$ cat src/rtl/serial2parallel_lanes_pkg.sv
// Shared types and elaboration helpers for the lane-parallel deserialiser.
// Parameter legality is checked where the parameters are known (top level).
package serial2parallel_pkg;

    typedef enum logic {
        SLOT_EMPTY = 1'b0,
        SLOT_FULL  = 1'b1
    } slot_state_e;

    function automatic int unsigned beats(input int unsigned word_w, input int unsigned lanes);
        return word_w / lanes;
    endfunction

    function automatic bit lanes_ok(input int unsigned word_w, input int unsigned lanes);
        return (lanes != 0) && (word_w >= lanes) && ((word_w % lanes) == 0);
    endfunction

endpackage

$ cat src/rtl/serial2parallel_lanes_if.sv
// Beat input, word output handshake and error pulses of the deserialiser.
interface serial2parallel_lanes_if #(
    parameter int unsigned WORD_W = 8,
    parameter int unsigned LANES  = 1
);
    logic [LANES-1:0]  din;
    logic              din_valid;
    logic              din_sync;
    logic [WORD_W-1:0] dout;
    logic              dout_valid;
    logic              dout_ready;
    logic              overflow;
    logic              sync_err;

    modport master (
        output din, din_valid, din_sync, dout_ready,
        input  dout, dout_valid, overflow, sync_err
    );

    modport slave (
        input  din, din_valid, din_sync, dout_ready,
        output dout, dout_valid, overflow, sync_err
    );
endinterface

$ cat src/rtl/serial2parallel_lanes_out_slice.sv
// Single-entry valid/ready holding register; a load while full and not drained
// is dropped and reported by a one-cycle drop pulse.
import serial2parallel_pkg::*;

module s2p_out_slice #(
    parameter int unsigned W = 8
) (
    input  logic         clk,
    input  logic         rst,
    input  logic         load,
    input  logic [W-1:0] load_data,
    input  logic         ready,
    output logic         valid,
    output logic [W-1:0] data,
    output logic         drop
);
    slot_state_e  state_q, state_d;
    logic [W-1:0] data_q, data_d;
    logic         drop_q, drop_d;

    always_ff @(posedge clk) begin
        if (rst) begin
            state_q <= SLOT_EMPTY;
            data_q  <= '0;
            drop_q  <= 1'b0;
        end else begin
            state_q <= state_d;
            data_q  <= data_d;
            drop_q  <= drop_d;
        end
    end

    always_comb begin
        state_d = state_q;
        data_d  = data_q;
        drop_d  = 1'b0;
        case (state_q)
            SLOT_EMPTY: begin
                if (load) begin
                    state_d = SLOT_FULL;
                    data_d  = load_data;
                end
            end
            SLOT_FULL: begin
                // Drain and refill on the same edge keeps back-to-back throughput.
                if (ready) begin
                    if (load) begin
                        data_d = load_data;
                    end else begin
                        state_d = SLOT_EMPTY;
                    end
                end else if (load) begin
                    drop_d = 1'b1;
                end
            end
            default: state_d = SLOT_EMPTY;
        endcase
    end

    assign valid = (state_q == SLOT_FULL);
    assign data  = data_q;
    assign drop  = drop_q;
endmodule

$ cat src/rtl/serial2parallel_lanes.sv
// Lane-parallel serial-to-parallel deserialiser: beat counter, shift register,
// frame-sync realignment and a registered output slice with overflow reporting.
import serial2parallel_pkg::*;

module serial2parallel_lanes #(
    parameter int unsigned WORD_W    = 8,
    parameter int unsigned LANES     = 1,
    parameter int unsigned MSB_FIRST = 1
) (
    input logic                    clk,
    input logic                    rst,
    serial2parallel_lanes_if.slave bus
);
    localparam int unsigned BEATS = beats(WORD_W, LANES);
    localparam int unsigned CNT_W = $clog2(BEATS) + 1;
    localparam logic [CNT_W-1:0] LAST_BEAT = CNT_W'(BEATS - 1);

    if (!lanes_ok(WORD_W, LANES)) begin : g_param_check
        $error("serial2parallel_lanes: WORD_W must be a non-zero multiple of LANES");
    end

    logic [CNT_W-1:0]        cnt_q, cnt_d, beat_idx;
    logic [WORD_W-1:0]       shift_q, shift_d, base;
    logic [WORD_W+LANES-1:0] ext;
    logic                    complete;
    logic                    sync_err_q, sync_err_d;
    logic                    slice_valid, slice_drop;
    logic [WORD_W-1:0]       slice_data;

    always_ff @(posedge clk) begin
        if (rst) begin
            cnt_q      <= '0;
            shift_q    <= '0;
            sync_err_q <= 1'b0;
        end else begin
            cnt_q      <= cnt_d;
            shift_q    <= shift_d;
            sync_err_q <= sync_err_d;
        end
    end

    always_comb begin
        cnt_d      = cnt_q;
        shift_d    = shift_q;
        sync_err_d = 1'b0;
        complete   = 1'b0;
        beat_idx   = cnt_q;
        base       = shift_q;
        ext        = '0;
        if (bus.din_valid) begin
            // A sync beat restarts the word from an empty shift register.
            if (bus.din_sync) begin
                beat_idx   = '0;
                base       = '0;
                sync_err_d = (cnt_q != '0);
            end
            if (MSB_FIRST != 0) begin
                ext     = {base, bus.din};
                shift_d = ext[WORD_W-1:0];
            end else begin
                ext     = {bus.din, base};
                shift_d = ext[WORD_W+LANES-1:LANES];
            end
            complete = (beat_idx == LAST_BEAT);
            cnt_d    = complete ? '0 : beat_idx + 1'b1;
        end
    end

    s2p_out_slice #(.W(WORD_W)) u_out_slice (
        .clk       (clk),
        .rst       (rst),
        .load      (complete),
        .load_data (shift_d),
        .ready     (bus.dout_ready),
        .valid     (slice_valid),
        .data      (slice_data),
        .drop      (slice_drop)
    );

    assign bus.dout       = slice_data;
    assign bus.dout_valid = slice_valid;
    assign bus.overflow   = slice_drop;
    assign bus.sync_err   = sync_err_q;
endmodule

$ cat src/flat_wrapper.sv
// flat-port wrapper written by rule: the top's interface ports become plain ports
module serial2parallel_lanes_flat 
#(
    parameter int unsigned WORD_W    = 8,
    parameter int unsigned LANES     = 1,
    parameter int unsigned MSB_FIRST = 1
)
  (clk, rst, bus_din, bus_din_valid, bus_din_sync, bus_dout_ready, bus_dout, bus_dout_valid, bus_overflow, bus_sync_err);
  serial2parallel_lanes_if #(.WORD_W(WORD_W), .LANES(LANES)) bus_i ();
  input logic clk;
  input logic rst;
  input wire logic [$bits(bus_i.din)-1:0] bus_din;
  input wire logic [$bits(bus_i.din_valid)-1:0] bus_din_valid;
  input wire logic [$bits(bus_i.din_sync)-1:0] bus_din_sync;
  input wire logic [$bits(bus_i.dout_ready)-1:0] bus_dout_ready;
  output wire logic [$bits(bus_i.dout)-1:0] bus_dout;
  output wire logic [$bits(bus_i.dout_valid)-1:0] bus_dout_valid;
  output wire logic [$bits(bus_i.overflow)-1:0] bus_overflow;
  output wire logic [$bits(bus_i.sync_err)-1:0] bus_sync_err;
  assign bus_i.din = bus_din;
  assign bus_i.din_valid = bus_din_valid;
  assign bus_i.din_sync = bus_din_sync;
  assign bus_i.dout_ready = bus_dout_ready;
  assign bus_dout = bus_i.dout;
  assign bus_dout_valid = bus_i.dout_valid;
  assign bus_overflow = bus_i.overflow;
  assign bus_sync_err = bus_i.sync_err;
  serial2parallel_lanes #(.WORD_W(WORD_W), .LANES(LANES), .MSB_FIRST(MSB_FIRST)) u_core (.clk(clk), .rst(rst), .bus(bus_i));
endmodule
$ cat config.mk
export PLATFORM = sky130hd
export DESIGN_NAME = serial2parallel_lanes_flat
export DESIGN_NICKNAME = d
export VERILOG_FILES = /design/src/rtl/serial2parallel_lanes_pkg.sv /design/src/rtl/serial2parallel_lanes_if.sv /design/src/rtl/serial2parallel_lanes_out_slice.sv /design/src/rtl/serial2parallel_lanes.sv /design/src/flat_wrapper.sv
export SDC_FILE = /design/constraint.sdc
export NUM_CORES = 1
export LEC_CHECK = 0
export CAP_MARGIN = 20
export CORE_ASPECT_RATIO = 1.4
export CORE_MARGIN = 2
export CORE_UTILIZATION = 44
export CTS_BUF_LIST = sky130_fd_sc_hd__clkbuf_8
export DETAILED_ROUTE_END_ITERATION = 8
export GPL_TIMING_DRIVEN = 0
export PLACE_DENSITY = 0.7
export SLEW_MARGIN = 0
export SYNTH_ARGS = -nofsm -noshare
export SYNTH_HDL_FRONTEND = slang
export SYNTH_HIERARCHICAL = 1
export SYNTH_SLANG_ARGS = --single-unit
$ cat constraint.sdc
create_clock -name clk -period 1.85 [get_ports clk]
set_clock_uncertainty 0.05 [all_clocks]
set_input_delay 0.2775 -clock clk [delete_from_list [all_inputs] [get_ports clk]]
set_output_delay 0.2775 -clock clk [all_outputs]
set_load 0.01 [all_outputs]
---- Word level (Yosys, flattened, before mapping) ----
Cells that the tools add are included.
operators by class
  $add $sub $neg .......................... 1
  eq/ne operators ......................... 2
  mux-type cells .......................... 12
  bitwise gates (word level) .............. 3
  reductions and logical operators ........ 3
operators with widths
  kind                 count
  $mux 8               3
  $pmux 8 s2           1
  $mux 4               3
  $mux 7               1
  $reduce_or 3->1      2
  $add 4x1->4 const B  1
  $eq 4x3->1 const B   1
  $reduce_bool 4->1    1
  $mux 1               3
  $not 1->1            3
  $ne 2x2->1 const B   1
  $pmux 1 s2           1
word-level totals
  flip-flop bits (word level) ............. 23
  bits of input ports ..................... 6
  output and inout port bits .............. 11
  logic and storage cells ................. 27

---- Depth between registers and ports, before layout ----
Gate-level depths: netlist (run 1).
  depth in word-level cells ............... 7
  mapped depth ............................ 7
  mapped depth without buffers ............ 5

---- By module ----
Netlist (run 1), hierarchy kept.
modules (own cells, without submodules)
  module                 times used  cells an instance  area an instance (sq um)  seq. area each (sq um)
  serial2parallel_lanes  1           66                 608.1                     260.2
  s2p_out_slice          1           41                 436.7                     200.2

---- Least setup slack after synthesis (run 1) ----
OpenSTA, ideal clock, no wires.
  path type ............................... input port to flip-flop
  from .................................... input bus_din_sync
  to ...................................... register u_core.u_out_slice.data_q[0] (netlist: u_core/u_out_slice/data[0])
  arrival time ............................ 1.376 ns
  path slack .............................. 0.353 ns
  stages on the path ...................... 7
  cell sequence ........................... buf_6 > nor2b_1 > ha_1 > and4b_1 > a21boi_2 > buf_6 > mux2i_1
on the way
  word-level cells in the longest chain between the ends .. 7
RTL lines
  element                    RTL line                               text
  start, declared            flat_wrapper.sv:14                     input wire logic [$bits(bus_i.din_sync)-1:0] bus_din_sync;
  $mux 4 (*)                 serial2parallel_lanes.sv:52            if (bus.din_sync) begin
  $mux 4 (*)                 serial2parallel_lanes.sv:50            if (bus.din_valid) begin
  $eq 4x3->1 (*)             serial2parallel_lanes.sv:64            complete = (beat_idx == LAST_BEAT);
  $mux 1 (*)                 serial2parallel_lanes.sv:50
  named net u_core.complete  serial2parallel_lanes.sv:25            logic complete;
  $mux 8 (*)                 --
  $mux 8                     --
  $pmux 8 s2 (*)             --
  end signal, assigned       serial2parallel_lanes_out_slice.sv:28  data_q <= data_d;
  end, declared              serial2parallel_lanes_out_slice.sv:18  logic [W-1:0] data_q, data_d;
Mark *: on every way through the listed nets, which the timed path passes. The rest lies on a longest branch. The select of a mux whose other input is x is not followed.
A chain may end at the register's enable or synchronous reset.

---- Worst setup path in the final report (run 1) ----
  from .................................... input bus_din_valid
  to ...................................... register u_core.u_out_slice.data_q[4] (netlist: u_core/u_out_slice/data[4])
on the way
  word-level cells in the longest chain between the ends .. 4
  elaborated cells between the ends (all ways) .. 5
  classes of those cells .................. 5 x mux
RTL lines
  element                    RTL line                                                                      text
  start, declared            flat_wrapper.sv:13                                                            input wire logic [$bits(bus_i.din_valid)-1:0] bus_din_valid;
  $mux 1 (*)                 serial2parallel_lanes.sv:50
  named net u_core.complete  serial2parallel_lanes.sv:25
  $mux 8 (*)                 serial2parallel_lanes_out_slice.sv:39, serial2parallel_lanes_out_slice.sv:47
  $mux 8                     serial2parallel_lanes_out_slice.sv:46                                         if (ready) begin
  $pmux 8 s2 (*)             serial2parallel_lanes_out_slice.sv:37                                         case (state_q)
Marks and branches as above.

==> results of run 1 <==
[layer usage]
layer  vias to the layer above  part of all wire (%)
li1                        398                     -
met2                        15                    51
met5                         -                     0
met4                         0                   1.6
met3                         4                   3.6
met1                       367                    44
[power by group through the flow]
stage / Clock [W] / Sequential, W / Combinational, W
2_1_floorplan: 0 / 0.000515 / 0.0000455
3_3_place_gp: 0 / 0.000516 / 0.0000659
3_5_place_dp: 0 / 0.000516 / 0.0000668
4_1_cts: 0.000315 / 0.000504 / 0.0000670
5_1_grt: 0.000335 / 0.000505 / 0.0000734
6_report: 0.000301 / 0.000504 / 0.0000660
[tightest hold or removal path: cells and delay by family]
family,cells,cell delay [ns]
and+or+nand+nor,2,0.10
buffers and inverters,1,0.12
[synth_stat cells (3+ instances only)]
library cell  number  area share (%)
a21oi_1            6             2.9
nor2_1             5             1.8
buf_6              3             3.2
mux2i_1            9             8.6
o2bb2ai_2          3             4.3
and2b_1            3             2.2
nand2b_1          17              10
dfxtp_1           23              44
nand2_1           16             5.7
[final cells by class]
class | count | area, sq um
repair buffers | 15 | 150.1
clock inverters | 1 | 5.005
multi-input cells | 77 | 533.0
inverters | 2 | 7.507
fillers | 201 | 932.1
plain buffers | 5 | 43.79
clock buffers | 3 | 41.29
well taps | 22 | 27.53
flip-flops and latches | 23 | 461.7
[cell families after synthesis]
group	after synthesis	share of synthesized area [%]
flops	23	44.07
simple gates	51	28.38
buf+inv	7	4.910
compound gates	15	11.38
fa+ha+maj	1	1.197
mux	10	10.06
[registers in the layout, indices dropped and copies added, names as in the netlist]
| signal | count |
|---|---|
| u_core/u_out_slice/drop | 1 |
| u_core/u_out_slice/valid | 1 |
| u_core/cnt_q | 4 |
| u_core/shift_q | 8 |
| u_core/u_out_slice/data | 8 |
| u_core/bus.sync_err | 1 |
[metrics by stage]
| stage | hold slack [ns] | util (%) | power [W] | instances | worst slack (ns) |
|---|---|---|---|---|---|
| floorplan | 0.3001 | - | 0.0005604 | 107 | 0.3526 |
| global placement | 0.4066 | 55.51 | 0.0005814 | 144 | -0.05474 |
| detailed placement | 0.4173 | 55.51 | 0.0005826 | 144 | -0.1119 |
| CTS | 0.2322 | 57.61 | 0.0008858 | 148 | 0.1324 |
| global route | 0.2401 | 57.67 | 0.0009132 | 148 | 0.02337 |
| finish | 0.2370 | 57.67 | 0.0008718 | 148 | 0.1780 |
[worst min path at each step]
stage / startpoint / to / cells past startpoint
after CTS: bus_din_sync / u_core/bus.sync_err$_SDFF_PP0_ / 3
final: bus_din_sync / u_core/bus.sync_err$_SDFF_PP0_ / 3
after detailed placement: u_core/u_out_slice/data[7]$_SDFFE_PP0P_ / u_core/u_out_slice/data[7]$_SDFFE_PP0P_ / 2
after floorplan: bus_dout_ready / u_core/u_out_slice/drop$_SDFF_PP0_ / 1
after global routing: bus_din_sync / u_core/bus.sync_err$_SDFF_PP0_ / 3
after global placement: u_core/u_out_slice/data[6]$_SDFFE_PP0P_ / u_core/u_out_slice/data[6]$_SDFFE_PP0P_ / 2
==> flow_summary.ini, run 1 <==
[synthesis]
syn-cell-area_sq_mm = 0.001045
synth_edf_count = 0
synth-seq-area-share_pct = 44.07
avgSynthCellArea_sq_um = 9.764
synthCells = 107
synth_seq_cells = 23
yosys_warnings = 6
synthArstFlopShare_pct = 0
synth_fp_nets = 114
synth-main-ff-cell = dfxtp_1
ys_types = 26

[finish]
n_antenna_cell = 0
drive_above_1_share_pct = 15.87
layout_commonest_cell = dfxtp_1
nNetsFinal = 134
final_cell_mix = 22 x dfxtp_1, 17 x nand2b_1, 16 x nand2_1
area_growth_syn_to_layout_pct = 21.56
fin_area_sq_mm = 0.001270

[sta]
final-max-slew-violation-count = 0
finalCritPeriodShare_pct = 90.38
relSlewSlack_pct = 78.07
period_minus_slack_ns = 1.672
rsz0062_at_grt = no
final_hold_viol_count = 0
max_freq_ghz = 0.5981
finalSetupViolations = 0
tightest_slew_ns = 0.3279
finalSetupTns_ns = 0

[critical_path]
r2r_cells = 6
crit_buf_inv = 2
r2r_slack_ns = 0.20
crit_slowest_cell = clkdlybuf4s50_1
path_delay_family = buffers and inverters
max_stage_delay_ns = 0.49
rr_endpoint = u_core/u_out_slice/data[4]$_SDFFE_PP0P_
cp-start-kind = input port
r2r_start = u_core/cnt_q[1]$_SDFFE_PP0P_
arrival_ns = 1.82
crit_start = bus_din_valid
cp-end-kind = flip-flop
cp_data_required_time_ns = 1.99
cp_max_fo = 8
path_class = in -> reg
cp.depth = 6
setup.worst_path.end = u_core/u_out_slice/data[4]$_SDFFE_PP0P_
worstPathCellList = clkdlybuf4s50_1 > nor2b_4 > and4b_1 > a21boi_2 > buf_6 > mux2i_1

[die]
dieWidth_um = 45.18
core_region_area_sq_mm = 0.002202
ios = 17
dieArea_sq_mm = 0.002786
die_h_um = 61.66
rows = 20
initial_core_util_pct = 47.44

[outcome]
status = completed

[global_routing]
grt_pass1_vias = 729
grt_max_degree = 14
grt-ovfl-total = 0
grt_util_all_layers_pct = 15.76
grt_util_met3_pct = 2.639
grt_most_used_layer = met2
grt_use_met2_pct = 26.53
grt_pass1_wl_um = 3222
grt_use_met1_pct = 19.24
antenna_found_initial = 0

[clock_network]
clk_pin_slew_ns = 0.08
hold_buffers = 0
numCtsBuffers = 3
cts_buffer_depth = 2
cts_tree = done
clk_latency_ns = 0.26
cts_root_buf = clkbuf_8
htree_levels = 1
cts_setup_buffers = 0
cts_resized = 0
cts_num_sinks = 23

[power]
combPwrFrac_pct = 7.6
switching_share_pct = 21.53
power.share.sequential_pct = 57.9
intPower_w = 0.0006841
vdd_ir_drop_max_mv = 0.4513
cellPowerDensity_mw_per_mm2 = 686.5
leakage_nw = 0.4798
p_sw_w = 0.0001877
pwr-share-clk_pct = 34.6

[routing]
vias = 784
ant_nets = 0
vias_per_cell = 5.297
remaining_drc_errors = 0
drt_pass1_iterations = 4
drt_iter0_drc = 15
routed_wl_um = 1722
wl_per_cell_um = 11.64

[place]
hpwl_um = 1309
gp_congestion = 0.7556
port_buffers = 15
dpl_cell_area_sq_mm = 0.001222

[hold_path]
hp-class = in -> reg

[flow_run]
max_cap_violations = 0
Note: power is estimated with default switching activity, not from simulation.
==> run 2: changes to the inputs <==
--- a/config.mk
+++ b/config.mk
@@ -5,7 +5,6 @@
 export SDC_FILE = /design/constraint.sdc
 export NUM_CORES = 1
 export LEC_CHECK = 0
-export CAP_MARGIN = 20
 export CORE_ASPECT_RATIO = 1.4
 export CORE_MARGIN = 2
 export CORE_UTILIZATION = 44
@@ -13,7 +12,6 @@
 export DETAILED_ROUTE_END_ITERATION = 8
 export GPL_TIMING_DRIVEN = 0
 export PLACE_DENSITY = 0.7
-export SLEW_MARGIN = 0
 export SYNTH_ARGS = -nofsm -noshare
 export SYNTH_HDL_FRONTEND = slang
 export SYNTH_HIERARCHICAL = 1
==> constraint.sdc (replaced) <==
create_clock -name clk -period 1.8 [get_ports clk]
set_clock_uncertainty 0.05 [all_clocks]
set_input_delay 0.27 -clock clk [delete_from_list [all_inputs] [get_ports clk]]
set_output_delay 0.27 -clock clk [all_outputs]
set_load 0.01 [all_outputs]
==> flow_summary.ini, run 2 (synthesis results as in run 1) <==
[clock_network]
cts_buffer_depth = 2
cts_tree = done
cts_num_sinks = 23
htree_levels = 1
clk_pin_slew_ns = 0.08
cts_root_buf = clkbuf_8
clk_latency_ns = 0.26
numCtsBuffers = 3

[critical_path]
cp-end-kind = flip-flop
arrival_ns = 1.79
cp_data_required_time_ns = 1.95
r2r_slack_ns = 0.17
path_class = in -> reg
cp-start-kind = input port
cp_max_fo = 8

[sta]
period_minus_slack_ns = 1.643
final-max-slew-violation-count = 0
relSlewSlack_pct = 78.15
hold_slack_ns = 0.2294
final_hold_viol_count = 0
max_freq_ghz = 0.6087
finalSetupViolations = 0
tightest_slew_ns = 0.3268
finalCritPeriodShare_pct = 91.27
setup_slack_ns = 0.1571
rsz0062_at_grt = no

[power]
cellPowerDensity_mw_per_mm2 = 700.1
leakage_nw = 0.4878
vdd_ir_drop_max_mv = 0.4696
pwr-share-clk_pct = 34.7
finalPower_w = 0.0009023
power.share.sequential_pct = 57.5
intPower_w = 0.0007061
combPwrFrac_pct = 7.9
p_sw_w = 0.0001962
switching_share_pct = 21.74

[routing]
wl_per_cell_um = 11.53
routed_wl_um = 1730
vias = 795
vias_per_cell = 5.300
ant_nets = 0
remaining_drc_errors = 0
drt_pass1_iterations = 4
drt_iter0_drc = 16

[hold_path]
hp-class = in -> reg

[die]
dieArea_sq_mm = 0.002786
ios = 17
core_region_area_sq_mm = 0.002202
dieWidth_um = 45.18
rows = 20
die_h_um = 61.66
initial_core_util_pct = 47.44

[global_routing]
antenna_found_initial = 0
grt_max_degree = 14
grt-ovfl-total = 0
grt_util_all_layers_pct = 15.76
grt_pass1_vias = 729
grt_pass1_wl_um = 3222

[finish]
layout_commonest_cell = dfxtp_1
final_cell_mix = 21 x dfxtp_1, 17 x nand2b_1, 16 x nand2_1
nNetsFinal = 136
area_growth_syn_to_layout_pct = 23.35
nFillCells = 197
drive_above_1_share_pct = 18.75
n_antenna_cell = 0

[place]
port_buffers = 15
gp_congestion = 0.7556
hpwl_um = 1309
pre_cts_slack_ns = -0.1544

[flow_run]
max_cap_violations = 0

[outcome]
status = completed
## run 2: changes by cell type in the layout (fill, tap and decap cells not counted), sizes merged
cell | before | now
buf | 5 | 7
## run 2: final timing paths
kind                                                         startpoint                                      end  cells after the start
worst max-delay path                                      bus_din_valid  u_core/u_out_slice/data[4]$_SDFFE_PP0P_                      6
worst min register to register  u_core/u_out_slice/data[3]$_SDFFE_PP0P_  u_core/u_out_slice/data[3]$_SDFFE_PP0P_                      2
worst min-delay path                                       bus_din_sync           u_core/bus.sync_err$_SDFF_PP0_                      3
worst max register to register             u_core/cnt_q[0]$_SDFFE_PP0P_  u_core/u_out_slice/data[4]$_SDFFE_PP0P_                      6
## run 2: power by group through the flow
stage	Clock [W]	Combinational [W]	Sequential, W
floorplan	0	0.0000467	0.000529
global placement	0	0.0000678	0.000530
detailed placement	0	0.0000687	0.000530
CTS	0.000323	0.0000689	0.000518
global route	0.000344	0.0000790	0.000520
finish	0.000313	0.0000710	0.000519
## run 2: worst max-delay path: stages
cell and delay [ns]:
clkdlybuf4s50_1 0.49, nor2b_4 0.22, and4b_1 0.26, a21boi_2 0.19
buf_6 0.16, mux2i_1 0.18
## run 2: final cells by class
| type | count | area (sq um) | area share (%) |
|---|---|---|---|
| Timing Repair Buffer | 17 | 165.2 | 12.82 |
| Inverter | 2 | 7.507 | 0.5825 |
| Multi-Input combinational cell | 77 | 535.5 | 41.55 |
| Sequential cell | 23 | 462.9 | 35.92 |
| Buffer | 5 | 43.79 | 3.398 |
| Tap cell | 22 | 27.53 | 2.136 |
| Clock inverter | 1 | 5.005 | 0.3883 |
| Clock buffer | 3 | 41.29 | 3.204 |
## run 2: through the flow
step                TNS [ns]  cell area (sq um)  cells  util (%)
finish                     0               1289    150     58.52
global route               0               1289    150     58.52
CTS                        0               1269    148     57.61
detailed placement    -1.122               1222    144     55.51
global placement     -0.7414               1222    144     55.51
floorplan                  0               1045    107         -
## run 2: per-layer routing
layer	global-route usage (%)	up-vias	wire length, um
li1	-	401	-
met1	19.24	371	753
met2	26.53	19	877
met3	2.639	4	71
met4	7.563	0	27
met5	0	-	0
## run 2: what timing repair did
action,4_1_cts,5_1_grt
setup buffers,0,2
hold buffers,0,0
resized for setup,0,3
setup endpoints to repair,0,8
